--- config.mk ---
export PLATFORM = sky130hd
export DESIGN_NAME = pc_unit_flat
export DESIGN_NICKNAME = d
export VERILOG_FILES = /design/src/rtl/pc_pkg.sv /design/src/rtl/pc_unit_if.sv /design/src/rtl/pc_ras.sv /design/src/rtl/pc_unit.sv /design/src/flat_wrapper.sv
export SDC_FILE = /design/constraint.sdc
export NUM_CORES = 1
export LEC_CHECK = 0
export CAP_MARGIN = 20
export CORE_MARGIN = 10
export CORE_UTILIZATION = 50
export CTS_CLUSTER_DIAMETER = 150
export DETAILED_ROUTE_END_ITERATION = 8
export PLACE_DENSITY = 0.83
export REMOVE_ABC_BUFFERS = 1
export SYNTH_ARGS = -nofsm -noshare
export SYNTH_HDL_FRONTEND = slang
export SYNTH_SLANG_ARGS = --single-unit
--- constraint.sdc ---
create_clock -name clk -period 3.4 [get_ports clk]
set_input_delay 0.34 -clock clk [delete_from_list [all_inputs] [get_ports clk]]
set_output_delay 0.34 -clock clk [all_outputs]
set_load 0.02 [all_outputs]
--- src/rtl/pc_pkg.sv ---
// Program-counter package: next-PC source encoding and the sequential
// instruction increment. Imported by the interface, top and bench.
package pc_pkg;

   typedef enum logic [2:0] {
      INC    = 3'd0,
      BRANCH = 3'd1,
      JALR   = 3'd2,
      TRAP   = 3'd3,
      RET    = 3'd4
   } pc_sel_t;

   localparam int PC_INC = 4;

endpackage

--- src/rtl/pc_unit_if.sv ---
// Front-end control bundle between the decode/execute side (master) and the
// PC unit (slave).
//   master drives : stall, pc_sel, imm_op, rs1_val, trap_vec, ras_push
//   slave drives  : pc, pc_plus4, misalign, ras_underflow
interface pc_unit_if #(
   parameter int PC_WIDTH = 32
);
   import pc_pkg::*;

   logic                stall;
   pc_sel_t             pc_sel;
   logic [PC_WIDTH-1:0] imm_op;
   logic [PC_WIDTH-1:0] rs1_val;
   logic [PC_WIDTH-1:0] trap_vec;
   logic                ras_push;
   logic [PC_WIDTH-1:0] pc;
   logic [PC_WIDTH-1:0] pc_plus4;
   logic                misalign;
   logic                ras_underflow;

   modport master (
      output stall, pc_sel, imm_op, rs1_val, trap_vec, ras_push,
      input  pc, pc_plus4, misalign, ras_underflow
   );

   modport slave (
      input  stall, pc_sel, imm_op, rs1_val, trap_vec, ras_push,
      output pc, pc_plus4, misalign, ras_underflow
   );

endinterface

--- src/rtl/pc_ras.sv ---
// Return-address stack, circular storage of DEPTH entries.
//   clk, rst  : clock, synchronous active-high reset (drops all entries)
//   push      : write push_val as new top (overwrites oldest when full)
//   pop       : remove top (ignored when empty)
//   push+pop  : replace top with push_val, count unchanged
//   top       : current top entry (meaningless when empty)
//   empty     : no valid entries
//   count     : number of valid entries, 0..DEPTH
module pc_ras #(
   parameter int WIDTH = 32,
   parameter int DEPTH = 4
) (
   input  logic                     clk,
   input  logic                     rst,
   input  logic                     push,
   input  logic                     pop,
   input  logic [WIDTH-1:0]         push_val,
   output logic [WIDTH-1:0]         top,
   output logic                     empty,
   output logic [$clog2(DEPTH):0]   count
);
   localparam int PW = $clog2(DEPTH);
   localparam int CW = PW + 1;

   logic [DEPTH-1:0][WIDTH-1:0] mem;
   logic [PW-1:0]               wp;    // next free slot
   logic [PW-1:0]               tp;    // slot holding the top
   logic [CW-1:0]               cnt;
   logic                        do_pop;

   // DEPTH is a power of two, so pointer wrap naturally recycles the oldest slot.
   assign tp     = wp - 1'b1;
   assign top    = mem[tp];
   assign empty  = (cnt == '0);
   assign count  = cnt;
   assign do_pop = pop && !empty;

   // Entry storage is not cleared on reset; cnt alone defines validity.
   always_ff @(posedge clk) begin
      if (rst) begin
         wp  <= '0;
         cnt <= '0;
      end else begin
         case ({push, do_pop})
            2'b10: begin
               mem[wp] <= push_val;
               wp      <= wp + 1'b1;
               if (cnt != CW'(DEPTH)) cnt <= cnt + 1'b1;
            end
            2'b01: begin
               wp  <= tp;
               cnt <= cnt - 1'b1;
            end
            2'b11: mem[tp] <= push_val;
            default: ;
         endcase
      end
   end

endmodule

--- src/rtl/pc_unit.sv ---
// Program counter with next-PC selection, misalignment trap redirect and an
// optional return-address stack.
//   clk, rst : clock, synchronous active-high reset (overrides stall)
//   bus      : pc_unit_if slave (stall, pc_sel, imm_op, rs1_val, trap_vec,
//              ras_push in; pc, pc_plus4, misalign, ras_underflow out)
// Build option: define PC_UNIT_RAS_EN to build the RAS and RET behaviour;
// otherwise RET acts as INC, ras_push is ignored and ras_underflow is 0.
module pc_unit
   import pc_pkg::*;
#(
   parameter int                  PC_WIDTH     = 32,
   parameter logic [PC_WIDTH-1:0] RESET_VECTOR = '0,
   parameter int                  RAS_DEPTH    = 4
) (
   input logic       clk,
   input logic       rst,
   pc_unit_if.slave  bus
);
   logic [PC_WIDTH-1:0] pc_q;
   logic [PC_WIDTH-1:0] inc;
   logic [PC_WIDTH-1:0] jalr_sum;
   logic [PC_WIDTH-1:0] tgt;
   logic [PC_WIDTH-1:0] nxt;
   logic                bad;
   logic                mis_q;

   assign inc      = pc_q + PC_WIDTH'(PC_INC);
   assign jalr_sum = bus.rs1_val + bus.imm_op;

`ifdef PC_UNIT_RAS_EN
   logic [PC_WIDTH-1:0]        ras_top;
   logic                       ras_empty;
   logic [$clog2(RAS_DEPTH):0] ras_count_unused;
   logic                       ret_sel;
   logic                       unf_q;

   assign ret_sel = (bus.pc_sel == RET);

   pc_ras #(
      .WIDTH (PC_WIDTH),
      .DEPTH (RAS_DEPTH)
   ) u_ras (
      .clk      (clk),
      .rst      (rst),
      .push     (bus.ras_push && !bus.stall),
      .pop      (ret_sel && !bus.stall),
      .push_val (inc),
      .top      (ras_top),
      .empty    (ras_empty),
      .count    (ras_count_unused)
   );
`else
   localparam int unused_ras_depth = RAS_DEPTH;
   logic unused_ras_push;
   assign unused_ras_push = bus.ras_push;
`endif

   always_comb begin
      tgt = inc;
      case (bus.pc_sel)
         BRANCH:  tgt = pc_q + bus.imm_op;
         JALR:    tgt = {jalr_sum[PC_WIDTH-1:1], 1'b0};
         TRAP:    tgt = bus.trap_vec;
`ifdef PC_UNIT_RAS_EN
         RET:     tgt = ras_empty ? inc : ras_top;
`endif
         default: tgt = inc;
      endcase
   end

   // trap_vec is trusted as-is; any other misaligned target redirects to it.
   assign bad = (bus.pc_sel != TRAP) && (tgt[1:0] != 2'b00);
   assign nxt = bad ? bus.trap_vec : tgt;

   always_ff @(posedge clk) begin
      if (rst) begin
         pc_q  <= RESET_VECTOR;
         mis_q <= 1'b0;
      end else if (bus.stall) begin
         mis_q <= 1'b0;
      end else begin
         pc_q  <= nxt;
         mis_q <= bad;
      end
   end

`ifdef PC_UNIT_RAS_EN
   always_ff @(posedge clk) begin
      if (rst || bus.stall) unf_q <= 1'b0;
      else                  unf_q <= ret_sel && ras_empty;
   end
   assign bus.ras_underflow = unf_q;
`else
   assign bus.ras_underflow = 1'b0;
`endif

   assign bus.pc       = pc_q;
   assign bus.pc_plus4 = inc;
   assign bus.misalign = mis_q;

endmodule

--- src/flat_wrapper.sv ---
// flat-port wrapper written by rule: the top's interface ports become plain ports
module pc_unit_flat import pc_pkg::*;
#(
   parameter int                  PC_WIDTH     = 32,
   parameter logic [PC_WIDTH-1:0] RESET_VECTOR = '0,
   parameter int                  RAS_DEPTH    = 4
)
  (clk, rst, bus_stall, bus_pc_sel, bus_imm_op, bus_rs1_val, bus_trap_vec, bus_ras_push, bus_pc, bus_pc_plus4, bus_misalign, bus_ras_underflow);
  pc_unit_if #(.PC_WIDTH(PC_WIDTH)) bus_i ();
  input logic clk;
  input logic rst;
  input wire logic [$bits(bus_i.stall)-1:0] bus_stall;
  input wire logic [$bits(bus_i.pc_sel)-1:0] bus_pc_sel;
  input wire logic [$bits(bus_i.imm_op)-1:0] bus_imm_op;
  input wire logic [$bits(bus_i.rs1_val)-1:0] bus_rs1_val;
  input wire logic [$bits(bus_i.trap_vec)-1:0] bus_trap_vec;
  input wire logic [$bits(bus_i.ras_push)-1:0] bus_ras_push;
  output wire logic [$bits(bus_i.pc)-1:0] bus_pc;
  output wire logic [$bits(bus_i.pc_plus4)-1:0] bus_pc_plus4;
  output wire logic [$bits(bus_i.misalign)-1:0] bus_misalign;
  output wire logic [$bits(bus_i.ras_underflow)-1:0] bus_ras_underflow;
  assign bus_i.stall = bus_stall;
  assign bus_i.pc_sel = bus_pc_sel;
  assign bus_i.imm_op = bus_imm_op;
  assign bus_i.rs1_val = bus_rs1_val;
  assign bus_i.trap_vec = bus_trap_vec;
  assign bus_i.ras_push = bus_ras_push;
  assign bus_pc = bus_i.pc;
  assign bus_pc_plus4 = bus_i.pc_plus4;
  assign bus_misalign = bus_i.misalign;
  assign bus_ras_underflow = bus_i.ras_underflow;
  pc_unit #(.PC_WIDTH(PC_WIDTH), .RESET_VECTOR(RESET_VECTOR), .RAS_DEPTH(RAS_DEPTH)) u_core (.clk(clk), .rst(rst), .bus(bus_i));
endmodule
==> flow_summary.yaml, run 1 <==
run_status:
  outcome: "completed"
worst_setup_path:
  crit_fanout: 5
  slowest_delay_ps: 680
  start_kind: "flop"
  endpoint_kind: "output port"
  crit_type: "reg -> out"
  crit_path_cell_trace: "and3_1 -> and4_1 -> and2_1 -> nand3_1 -> xnor2_1 -> clkdlybuf4s50_1"
  crit_required_ps: 3060
  crit_slowest_cell: "clkdlybuf4s50_1"
  arrival_ps: 3050
global_route:
  grt_max_degree: 41
  grt_usage: 0.2795
  grt_overflow_total: 0
  grt_pass1_vias: 7504
  grt_pass1_wl_um: 40210
  antenna_found_initial: 0
flow_run:
  cap_violations: 0
layout:
  fin_cells: 1243
  layout-drive-gt1-share: 0.08930
  final_area_um2: 8557
  nets: 1241
  syn_to_final_growth_pct: 38.08
  num_antenna_cells: 0
  final_util: 0.7094
clock_network:
  htreeDepth: 2
  cts_tree: "yes"
  clockRootBuffer: "clkbuf_16"
  clk_latency_ps: 300
  holdBufCountCts: 0
  numCtsBuffers: 5
  cts.sinks: 33
  path_clk_slew_ps: 60
  clk_path_buf_depth: 2
floorplan:
  start_util: 0.5138
  core_um2: 12060
  pin_count: 169
  row_count: 40
  die-height_um: 131.3
  die_x_um: 131.3
  die-area_um2: 17250
sta:
  period_share: 0.9968
  fin_tns_setup_ps: 0
  slew_violations: 0
  finalHoldViolCount: 0
  skew_ps: 7.835
  max_freq_mhz: 295.1
  maxSlewHeadroom: 0.5388
  tightest_slew_ps: 685.9
  setup_viol: 0
  grt_setup_unrepaired: "false"
  finalCriticalPeriod_ps: 3389
power:
  fin_total_pwr_mw: 2.415
  ir_worst_vdd_mv: 0.1907
  p_leak_nw: 3.563
  powerDensity_nw_per_um2: 282.2
place:
  gp_congestion: 1.054
  portBuffers: 166
  dp.cells: 1234
  place_hpwl_um: 20370
  placed_area_um2: 8411
synth:
  yosysTopAreaCell: "ha_1"
  synth_most_common_cell: "a21oi_1"
  ys_top_cells_by_area: "ha_1 13%, dfxtp_1 11%, a21oi_1 6.8%, xnor2_1 5.9%, nand2_1 4.5%"
  synthFlopType: "dfxtp_1"
  syn_inst: 879
  yosysWarnings: 0
  synth_edf_count: 0
  synth-seq-cells: 33
  yosysTopAreaCellShare: 0.1252
  ys_seq_area_frac: 0.1066
  netlist_area_um2: 6197
  synthTopCellsByCount: "84 x a21oi_1, 74 x nand2_1, 62 x ha_1"
  synth_cell_types: 73
  async_reset_ff_frac: 0
  syn_avg_cell_area_um2: 7.050
min_path:
  min_path_type: "reg -> reg"
route:
  first_iter_violations: 1037
  vias_per_cell: 6.367
  first_pass_iters: 6
  vias: 7914
  antenna_left: 0
  wl_per_cell_um: 20.53
  wirelength_um: 25510
  drc: 0
-- power by group --
group	internal, mW	switching (mW)
logic	0.658	0.799
clock network	0.270	0.215
registers	0.420	0.0512
-- stage by stage --
step                hold slack [ps]  worst slack [ps]
floorplan                     409.1            -49.03
global placement              528.5             103.0
detailed placement            527.0             62.02
CTS                           536.7             66.52
global route                  604.7             1.874
finish                        536.7             10.78
-- cell families after synthesis --
kind of cell,share of synthesized area
AOI/OAI and AO/OA,0.3616
xor gates and xnor gates,0.08338
adders and majority gates,0.1316
buffers and inverters,0.05229
DFF,0.1066
muxes,0.01009
other,0.0006051
and+or+nand+nor,0.2538
-- registers in the layout, summed over array words and instances (netlist names) --
signal / cells
u_core.bus.misalign: 1
u_core.bus.pc: 32
-- path summary, 6_finish.rpt --
kind	endpoint	start	cells after the start	slack [ps]
setup / recovery	bus_pc_plus4[21]	u_core.bus.pc[6]	6	10
hold / removal	u_core.bus.pc[1]	u_core.bus.pc[1]	2	540
setup reg to reg	u_core.bus.pc[29]	u_core.bus.pc[0]	11	430
hold reg to reg	u_core.bus.pc[1]	u_core.bus.pc[1]	2	540
-- cell usage in the layout, fill, tap and decap left out, types with 5 or more instances in the layout --
master / count
clkdlybuf4s50_1: 166
a21oi_1: 84
buf_4: 75
nand2_1: 74
ha_1: 62
nor2_1: 53
o21ai_0: 53
nand3_1: 46
xnor2_1: 42
dfxtp_1: 33
a21o_1: 32
inv_1: 27
nor3_1: 27
a221oi_1: 23
nand4_1: 21
a211oi_1: 18
xor2_1: 17
o21a_1: 17
and3_1: 14
o211ai_1: 14
a31oi_1: 13
and2_1: 12
or3_1: 11
o21bai_1: 9
and4_1: 8
nand2b_1: 8
nor2b_1: 7
nor3b_1: 7
o31ai_1: 7
nand3b_1: 5
o31a_1: 5
a221o_1: 5
clkbuf_16: 5
-- layer usage --
layer  global-route usage  wire length (um)
met5                    0                 0
met2               0.4348             11130
met3              0.07698              2955
met1               0.3640             10590
met4              0.09085               841
-- repair_timing --
action | CTS | global route
cloned | 0 | 0
setup endpoints to repair | 1 | 1
pin swaps | 0 | 1
hold endpoints to repair | 0 | 0
gates resized for setup | 1 | 0
setup buffers | 0 | 1
-- worst max-delay path: cells and delay by family (launching register included) --
family,cells,cell delay [ps]
DFF,1,470
buffers and inverters,1,680
xor gates and xnor gates,1,300
and+or+nand+nor,4,1290
-- layout make-up --
| type | instances | area, um^2 |
|---|---|---|
| clock buffers | 6 | 128.9 |
| clock inverters | 2 | 10.01 |
| fillers | 1058 | 3505 |
| inverters | 28 | 105.1 |
| multi-input cells | 765 | 5218 |
| flip-flops and latches | 33 | 660.6 |
| well taps | 168 | 210.2 |
| repair buffers | 241 | 2225 |
(Power assumes the default switching activity.)
==> inputs of run 2 (changes only) <==
- PLACE_DENSITY: 0.83 -> 0.85
==> run 2 against run 1 <==
Clock-buffer cell count up 1. Clock skew up 2.1 ps. Via count up 1.6%. Largest power group unchanged. Final cell count down 0.40%. Clock power up 21%. Critical endpoint is now bus_pc_plus4[18]. Flip-flop and latch count unchanged. Critical path depth up 2. Final area about the same.
==> flow_summary.yaml, run 2 (same netlist as run 1, synthesis figures left out) <==
worst_setup_path:
  start_kind: "flop"
  crit_type: "reg -> out"
  crit_slowest_cell: "clkdlybuf4s50_1"
  reg2reg_depth: 11
  crit_required_ps: 3060
  cp_common_cell: "nand2_1"
  endpoint_kind: "output port"
  arrival_ps: 2860
  crit_end: "bus_pc_plus4[18]"
  crit_path_start: "u_core.bus.pc[2]"
  crit_fanout: 8
  crit_path_cell_trace: "ha_1 -> and3_1 -> buf_4 -> nand2_1 -> nor3_1 -> nand2_1 -> xnor2_1 -> clkdlybuf4s50_1"
  r2r-start: "u_core.bus.pc[0]"
  rrSetupSlack_ps: 360
  slowest_delay_ps: 680
  reg2reg_to: "u_core.bus.pc[30]"
global_route:
  grt_pass1_wl_um: 42250
  grt_overflow_total: 0
  grt_pass1_vias: 7757
  grt_max_degree: 41
  antenna_found_initial: 0
  grt_usage: 0.2967
clock_network:
  path_clk_slew_ps: 70
  postCtsSetupRepairBufs: 0
  cts_tree: "yes"
  clk_path_buf_depth: 2
  numCtsBuffers: 5
  htreeDepth: 2
  clk_latency_ps: 310
  clockRootBuffer: "clkbuf_16"
  cts.sinks: 33
route:
  wirelength_um: 27240
  antenna_left: 0
  vias: 8040
  drc: 0
  wl_per_cell_um: 22.00
  first_iter_violations: 897
  vias_per_cell: 6.494
  first_pass_iters: 8
floorplan:
  pin_count: 169
  die-area_um2: 17250
  core_um2: 12060
  die-height_um: 131.3
  start_util: 0.5138
  die_x_um: 131.3
  row_count: 40
power:
  p_leak_nw: 3.551
  power_switching_mw: 1.087
  p_clk_frac: 0.233
  swShare: 0.4300
  fin_total_pwr_mw: 2.527
  pwr-share-seq: 0.186
  pwr-share-comb: 0.581
  internal_power_mw: 1.440
  powerDensity_nw_per_um2: 295.4
  ir_worst_vdd_mv: 0.2102
layout:
  num_antenna_cells: 0
  largest_register_ffs: 32
  layout-drive-gt1-share: 0.08598
  layout_commonest_cell: "clkdlybuf4s50_1"
  nets: 1236
  final_cell_mix: "166 x clkdlybuf4s50_1, 84 x a21oi_1, 74 x nand2_1"
  syn_to_final_growth_pct: 38.04
sta:
  max_freq_mhz: 312.0
  fin_tns_setup_ps: 0
  finalHoldViolCount: 0
  grt_setup_unrepaired: "false"
  tightest_slew_ps: 609.8
  worst_hold_slack_ps: 544.8
  finalCriticalPeriod_ps: 3205
  setup_ws_ps: 195.0
  setup_viol: 0
  skew_ps: 9.912
  maxSlewHeadroom: 0.5935
  slew_violations: 0
  period_share: 0.9426
place:
  gp_congestion: 1.025
  place_hpwl_um: 21330
  portBuffers: 166
  dpl_worst_slack_ps: 21.35
min_path:
  min_path_type: "reg -> reg"
  hold_depth: 2
flow_run:
  cap_violations: 0
run_status:
  outcome: "completed"
[run 2: cell count changes in the layout (fill, tap and decap cells not counted), sizes merged]
cell	previous run	this run
clkinv	3	1
clkbuf	6	7
bufinv	0	1
buf	75	70
[run 2: metrics by stage]
step                area, um^2  instances    util
finish                    8554       1238  0.7092
global route              8554       1238  0.7092
CTS                       8553       1238  0.7091
detailed placement        8381       1230  0.6948
global placement          8381       1230  0.6948
floorplan                 5978        826       -
[run 2: timing repair]
| action | in CTS | in global routing |
|---|---|---|
| gates resized for setup | 0 | 1 |
| setup endpoints to repair | 0 | 1 |
| hold buffers | 0 | 0 |
[run 2: power by group through the flow]
stage               sequential, mW  combinational (mW)  clock (mW)
finish                       0.469                1.47       0.590
global route                 0.474                1.57       0.601
global placement             0.475                1.41           0
CTS                          0.468                1.44       0.581
floorplan                    0.513               0.783           0
detailed placement           0.476                1.43           0
[run 2: per-layer routing]
| metal | vias to the layer above | track usage | part of all wire |
|---|---|---|---|
| li1 | 3731 | - | - |
| met1 | 3787 | 0.3834 | 0.42 |
| met2 | 446 | 0.4664 | 0.45 |
| met3 | 76 | 0.06784 | 0.096 |
| met4 | 0 | 0.1168 | 0.033 |
| met5 | - | 0 | 0 |
[run 2: worst max-delay path: cells and delay by family, from the launching register on]
kind	cells	cell delay, ps
buffers and inverters	2	910
XOR/XNOR	1	290
flip-flops	1	500
AND/OR/NAND/NOR	4	590
adder cells (fa/ha/maj)	1	260
[run 2: worst min path at each step]
stage,startpoint,end,slack (ps)
2_1_floorplan,rst,u_core.bus.pc[0],410
3_3_place_gp,u_core.bus.pc[1],u_core.bus.pc[1],530
3_5_place_dp,u_core.bus.pc[1],u_core.bus.pc[1],540
4_1_cts,u_core.bus.pc[1],u_core.bus.pc[1],550
5_1_grt,u_core.bus.pc[1],u_core.bus.pc[1],610
6_report,u_core.bus.pc[1],u_core.bus.pc[1],540
[run 2: cell type report]
cell class              count  area (um^2)
well taps                 168        210.2
clock inverters             1        30.03
multi-input cells         765         5219
flip-flops and latches     33        660.6
inverters                  28        105.1
clock buffers               7        142.6
fillers                  1004         3507
repair buffers            236         2187
